[src/rtl/collision_pkg.sv]
// Shared types and helpers for the N x M collision detector.
package collision_pkg;

    localparam int MAX_OBJ   = 16;
    localparam int MAX_PAIRS = 256;

    typedef enum logic {
        HIT_IMMEDIATE = 1'b0,
        HIT_DEFERRED  = 1'b1
    } hit_mode_t;

    // Row-major position of pair (i, j) in the flattened matrix.
    function automatic int pair_idx(input int i, input int j, input int nb);
        return i * nb + j;
    endfunction

endpackage

[src/rtl/hit_once_per_frame.sv]
// Per-object frame hit flag plus one-cycle pulse, either on the first overlap
// of a frame or deferred to the frame boundary.
module hit_once_per_frame
    import collision_pkg::*;
(
    input  logic      clk,
    input  logic      resetN,
    input  logic      startOfFrame,
    input  logic      anyOv,
    input  hit_mode_t mode,
    output logic      pulse
);

    logic hit_q, hit_d;
    logic pulse_q, pulse_d;

    always_comb begin
        // An overlap on the boundary cycle belongs to both the closing and new frame.
        hit_d = startOfFrame ? anyOv : (hit_q | anyOv);
        if (mode == HIT_DEFERRED) begin
            pulse_d = startOfFrame & (hit_q | anyOv);
        end else begin
            pulse_d = anyOv & (startOfFrame | ~hit_q);
        end
    end

    always_ff @(posedge clk) begin
        if (resetN) begin
            hit_q   <= 1'b0;
            pulse_q <= 1'b0;
        end else begin
            hit_q   <= hit_d;
            pulse_q <= pulse_d;
        end
    end

    assign pulse = pulse_q;

endmodule

[src/rtl/collision_matrix.sv]
// Generic NUM_A x NUM_B collision detector with per-object hit pulses and a
// previous-frame pair matrix. Define COLLISION_MATRIX_COUNT_EN to add hitCount.
module collision_matrix
    import collision_pkg::*;
#(
    parameter int NUM_A    = 2,
    parameter int NUM_B    = 8,
    parameter int DEFERRED = 0
) (
    input  logic                   clk,
    input  logic                   resetN,
    input  logic                   startOfFrame,
    input  logic [NUM_A-1:0]       drawReqA,
    input  logic [NUM_B-1:0]       drawReqB,
    input  logic [NUM_A-1:0]       enA,
    input  logic [NUM_B-1:0]       enB,
    output logic [NUM_A-1:0]       hitPulseA,
    output logic [NUM_B-1:0]       hitPulseB,
    output logic [NUM_A*NUM_B-1:0] pairHit,
    output logic                   anyHit
`ifdef COLLISION_MATRIX_COUNT_EN
    ,
    output logic [7:0]             hitCount
`endif
);

    localparam int        NP   = NUM_A * NUM_B;
    localparam hit_mode_t MODE = (DEFERRED != 0) ? HIT_DEFERRED : HIT_IMMEDIATE;

    if (NUM_A < 1 || NUM_A > MAX_OBJ || NUM_B < 1 || NUM_B > MAX_OBJ) begin : g_bad_count
        $error("collision_matrix: NUM_A and NUM_B must be in 1..16");
    end
    if (NP > MAX_PAIRS) begin : g_bad_size
        $error("collision_matrix: NUM_A*NUM_B must not exceed 256");
    end

    logic [NUM_A-1:0] act_a;
    logic [NUM_B-1:0] act_b;
    logic [NUM_A-1:0] any_ov_a;
    logic [NUM_B-1:0] any_ov_b;
    logic [NP-1:0]    ov;

    assign act_a = drawReqA & enA;
    assign act_b = drawReqB & enB;

    for (genvar gi = 0; gi < NUM_A; gi++) begin : g_row
        for (genvar gj = 0; gj < NUM_B; gj++) begin : g_col
            assign ov[pair_idx(gi, gj, NUM_B)] = act_a[gi] & act_b[gj];
        end
        assign any_ov_a[gi] = act_a[gi] & (|act_b);

        hit_once_per_frame u_hit_a (
            .clk          (clk),
            .resetN       (resetN),
            .startOfFrame (startOfFrame),
            .anyOv        (any_ov_a[gi]),
            .mode         (MODE),
            .pulse        (hitPulseA[gi])
        );
    end

    for (genvar gi = 0; gi < NUM_B; gi++) begin : g_obj_b
        assign any_ov_b[gi] = act_b[gi] & (|act_a);

        hit_once_per_frame u_hit_b (
            .clk          (clk),
            .resetN       (resetN),
            .startOfFrame (startOfFrame),
            .anyOv        (any_ov_b[gi]),
            .mode         (MODE),
            .pulse        (hitPulseB[gi])
        );
    end

    logic [NP-1:0] seen_q, seen_d;
    logic [NP-1:0] pair_hit_q, pair_hit_d;
    logic          any_hit_q, any_hit_d;
    logic [NP-1:0] frame_seen;

    always_comb begin
        frame_seen = seen_q | ov;
        seen_d     = startOfFrame ? ov : frame_seen;
        pair_hit_d = startOfFrame ? frame_seen : pair_hit_q;
        any_hit_d  = |pair_hit_q;
    end

    always_ff @(posedge clk) begin
        if (resetN) begin
            seen_q     <= '0;
            pair_hit_q <= '0;
            any_hit_q  <= 1'b0;
        end else begin
            seen_q     <= seen_d;
            pair_hit_q <= pair_hit_d;
            any_hit_q  <= any_hit_d;
        end
    end

    assign pairHit = pair_hit_q;
    assign anyHit  = any_hit_q;

`ifdef COLLISION_MATRIX_COUNT_EN
    logic [7:0] hit_count_q, hit_count_d;
    logic [8:0] pair_count;

    always_comb begin
        pair_count = '0;
        for (int k = 0; k < NP; k++) begin
            pair_count = pair_count + 9'(frame_seen[k]);
        end
        hit_count_d = hit_count_q;
        if (startOfFrame) begin
            hit_count_d = (pair_count > 9'd255) ? 8'hFF : pair_count[7:0];
        end
    end

    always_ff @(posedge clk) begin
        if (resetN) begin
            hit_count_q <= '0;
        end else begin
            hit_count_q <= hit_count_d;
        end
    end

    assign hitCount = hit_count_q;
`endif

endmodule

[config.mk]
export PLATFORM = sky130hd
export DESIGN_NAME = collision_matrix
export DESIGN_NICKNAME = d
export VERILOG_FILES = /design/src/rtl/collision_pkg.sv /design/src/rtl/hit_once_per_frame.sv /design/src/rtl/collision_matrix.sv
export SDC_FILE = /design/constraint.sdc
export NUM_CORES = 1
export LEC_CHECK = 0
export BUFFER_PORTS_ARGS = -buffer_cell sky130_fd_sc_hd__buf_2
export CORE_ASPECT_RATIO = 0.9
export CORE_MARGIN = 4
export CORE_UTILIZATION = 40
export DETAILED_ROUTE_END_ITERATION = 6
export PLACE_DENSITY = 0.69
export SLEW_MARGIN = 0
export SYNTH_ARGS = -nofsm -noshare
export SYNTH_HDL_FRONTEND = slang
export SYNTH_HIERARCHICAL = 1
export SYNTH_SLANG_ARGS = --single-unit
[constraint.sdc]
create_clock -name clk -period 1.4 [get_ports clk]
set_input_delay 0.14 -clock clk [delete_from_list [all_inputs] [get_ports clk]]
set_output_delay 0.14 -clock clk [all_outputs]
set_load 0.01 [all_outputs]
# == Yosys cells after proc, flatten, opt, wreduce, memory -nomap -nowiden ==
# Index checks and enable logic that the tools add are counted.
# word_totals
out_inout_bits,27
reg_bits,53
inputBits,23
wordCells,106
# classes
n_bitwise,69
mux,11
n_reduce_logical,3
# ops
cell,count
$and 1x1->1,36
$or 1x1->1,20
$mux 16,1
$or 16x16->16,1
$reduce_or 16->1,1
$mux 1,10
$not 1->1,10
$and 8x8->8,1
$reduce_or 8->1,1
$and 2x2->2,1
$reduce_or 2->1,1

# == Logic depth before layout (Yosys ltp) ==
# depth
ltp_word,5
mapped_depth,6
depth_no_buf,5

# == By module ==
# The synthesis kept the hierarchy.
# modules_own_cells
module,instances,seq_area_each_um2,area_each_um2,cells_per_inst
collision_matrix,1,660.6,1630.3,172
hit_once_per_frame,10,40.0,86.3,8

# == Least setup slack after synthesis ==
# No wires, ideal clock.
# synth_path
path_kind,input to register
startpoint,input port drawReqA[0]
endpoint,register g_obj_b[0].u_hit_b.pulse_q
stages,6
slack_ps,520
setup_time_ps,118
arrival_ps,762
cell_sequence,and2_4 -> buf_12 -> nor2_4 -> nor2_1 -> inv_1 -> o31ai_2
# synth_between
elab_chain_cells,4
# synth_lines
item,line,source
from (decl),collision_matrix.sv:13,"input logic [NUM_A-1:0] drawReqA,"
$and 2x2->2,collision_matrix.sv:43,assign act_a = drawReqA & enA;
$reduce_or 2->1,collision_matrix.sv:63,assign any_ov_b[gi] = act_b[gi] & (|act_a);
$and 1x1->1,collision_matrix.sv:63,
named net any_ov_b[0],collision_matrix.sv:40,logic [NUM_B-1:0] any_ov_b;
$and 1x1->1,hit_once_per_frame.sv:23,pulse_d = anyOv & (startOfFrame | ~hit_q);
to (signal assigned),hit_once_per_frame.sv:33,pulse_q <= pulse_d;
to (decl),hit_once_per_frame.sv:15,"logic pulse_q, pulse_d;"
# The timed path passes the listed nets, and every way through them passes these cells.
# A chain may end at the register's enable or synchronous reset.

# == Worst setup path in the final report ==
# layout_path
startpoint,register pair_hit_q[15] (netlist: pairHit[15])
endpoint,register any_hit_q (netlist: anyHit)
# layout_between
elab_chain_cells,1
# layout_lines
item,line,source
from (decl),collision_matrix.sv:76,"logic [NP-1:0] pair_hit_q, pair_hit_d;"
from (signal assigned),collision_matrix.sv:94,pair_hit_q <= pair_hit_d;
$reduce_or 16->1,collision_matrix.sv:84,any_hit_d = |pair_hit_q;
to (signal assigned),collision_matrix.sv:95,any_hit_q <= any_hit_d;
to (decl),collision_matrix.sv:77,"logic any_hit_q, any_hit_d;"
# No other way between the ends.

==> run metrics <==
vias per cell 4.94; post-synthesis sequential area ratio 42.5%; RSZ-0062 raised after global routing false; P_int ~2100 uW; DIE WIDTH 91.2 um; Critical Path, Cell by Cell nor4_1 > a41oi_1; first-iteration detailed-routing DRC count 71; crit path DAT ~1.2 ns; Sink Count 53; top_reg_cell synth dfxtp_1; IO Port Bufs 49; clock power share 30.3%; antenna violations before repair 0; Netlist cell types 24; CTS tree built; Cells after DPL 385; diode count 0; Core ar. 6080 sq um; Worst-Skew Late Latency 0.31 ns; Logic pwr share 14.4%; Hold Fails Final Rpt 0; Leak 0.00117 uW; worst vdd ir 0.394 mV; htree depth 2; Switch Pwr 808 uW; Mapped Avg Cell Area 9.90 sq um; total power 2910 uW; leading cell types in the layout, fill and taps excluded dfxtp_1, buf_2, nand2b_1, a21oi_1, inv_1; CP Max Fanout 3; switching share of power between 20 and 30%; Starting Density 41.0%; Fmax roughly 950 MHz; Yosys reg bits 53; CP peak stage delay 0.42 ns; die height 82.9 um; sequential power share 55.2%; total grt overflow 0; Period minus WS final 1.05 ns; layout cells sized above 1 33.0%; via count roughly 1.9k; post-route insts no fill between 300 and 400; Setup violations, final 0; critical path type reg2reg; first-pass GRT wire length roughly 8600 um; DRT Wirelength 5210 um; All-Layer GR Usage 13.9%; cts bufs inserted 5; Mapped Area 2490 sq um; # rows 27; setup tns final 0 ns; count of TritonRoute iterations in the first routing pass 6; Slowest cell on crit path nor4_1; Max Root-Sink Buffers 2; gate count of the mapped netlist around 250; clk_skew 0.00566 ns; NumNets Final roughly 340; Required @ worst endpoint about 1.6 ns; cts hold-fix bufs 0; commonest non-fill, non-tap cell in the layout dfxtp_1; Post-route DRC 0; num ports 50; Worst Setup End Kind register; Max-Cap Viols 0; Final Slew Violations 0; synth warn 6; EDFF count, synth 0; Root Driver clkbuf_8; Setup Fix Bufs, Post-CTS 0; largest net degree at the start of global routing just under 80; Layout area overhead 18.5%; vias in the first global route approximately 1.9k; Final period util 75.1%; CTS resizes 0; status complete, no violations; HP Class in2reg; DR WL/cell 13.3 um; CTS clk-pin slew, worst paths 0.10 ns; Critical Path Source Type register; Post-synth ARST share 0%; die area 7560 sq um; Pwr Density approximately 990 nW/um^2; GP Congestion 0.705; hpwl dp 3750 um; antenna-violating nets left 0
## power groups by stage
stage / clock [uW] / sequential, uW / combinational (uW)
after detailed placement: 0 / 1640 / 422
after global routing: 973 / 1620 / 464
after CTS: 907 / 1610 / 424
final: 884 / 1610 / 419
after global placement: 0 / 1640 / 416
after floorplan: 0 / 1660 / 249
## Yosys cell counts, types with 4 or more instances
cell type / n / area, sq um
nand2b_1: 26 / 163
dfxtp_1: 53 / 1060
o21ba_1: 10 / 100
nand4b_1: 10 / 87.6
nor2_1: 24 / 90.1
a21oi_1: 26 / 130
a22oi_1: 4 / 30.0
nand2_1: 8 / 30.0
nor4_1: 4 / 25.0
nand3_2: 16 / 160
inv_1: 26 / 97.6
o31ai_2: 10 / 125
buf_2: 5 / 25.0
a311oi_2: 16 / 240
## path summary, 6_finish.rpt
| kind | to | slack (ns) | depth (start not counted) | startpoint |
|---|---|---|---|---|
| setup / recovery | anyHit | 0.35 | 2 | pairHit[15] |
| setup reg to reg | anyHit | 0.35 | 2 | pairHit[15] |
| hold / removal | g_obj_b[1].u_hit_b/hit_q | 0.07 | 2 | resetN |
| hold reg to reg | seen_q[13] | 0.48 | 2 | seen_q[13] |
## kinds of logic after synthesis
| group | after synthesis | synth area share, % |
|---|---|---|
| other | 1 | 0.150 |
| and+or+nand+nor | 94 | 24.3 |
| DFF | 53 | 42.5 |
| AOI/OAI and AO/OA | 67 | 25.4 |
| buffers and inverters | 37 | 7.58 |
## per-layer routing
metal	part of all wire (%)	vias up	GRT usage [%]
li1	-	994	-
met1	46	895	17.8
met2	47	44	22.5
met3	4.9	10	3.35
met4	1.9	0	5.62
met5	0	-	0
## registers in the layout, indices dropped and copies added (netlist names)
signal                 count
g_obj_b.u_hit_b/pulse      8
pairHit                   16
anyHit                     1
g_row.u_hit_a/hit_q        2
g_obj_b.u_hit_b/hit_q      8
g_row.u_hit_a/pulse        2
seen_q                    16
## worst max-delay path, delay by kind of cell (launching register included)
family	cells	cell delay (ns)
flops	1	0.34
simple gates	1	0.42
compound gates	1	0.17
## layout make-up
class	instances	area, sq um
clock buffer	5	68.8
clock inverter	3	21.3
multi-input combinational	181	1320
tap	72	90.1
timing repair buffer	53	300
fill	591	3130
inverter	26	97.6
sequential	53	1060
## through the flow
step,utilization (%),worst slack [ns],cell area (sq um),hold WS [ns]
3_5_place_dp,47.1,0.272,2860,0.398
3_3_place_gp,47.1,0.261,2860,0.397
6_report,48.6,0.349,2950,0.0687
2_1_floorplan,-,0.520,2560,0.209
4_1_cts,48.6,0.344,2950,0.0632
5_1_grt,48.6,0.323,2950,0.0758
No activity file was read; power rests on OpenSTA's default activity.
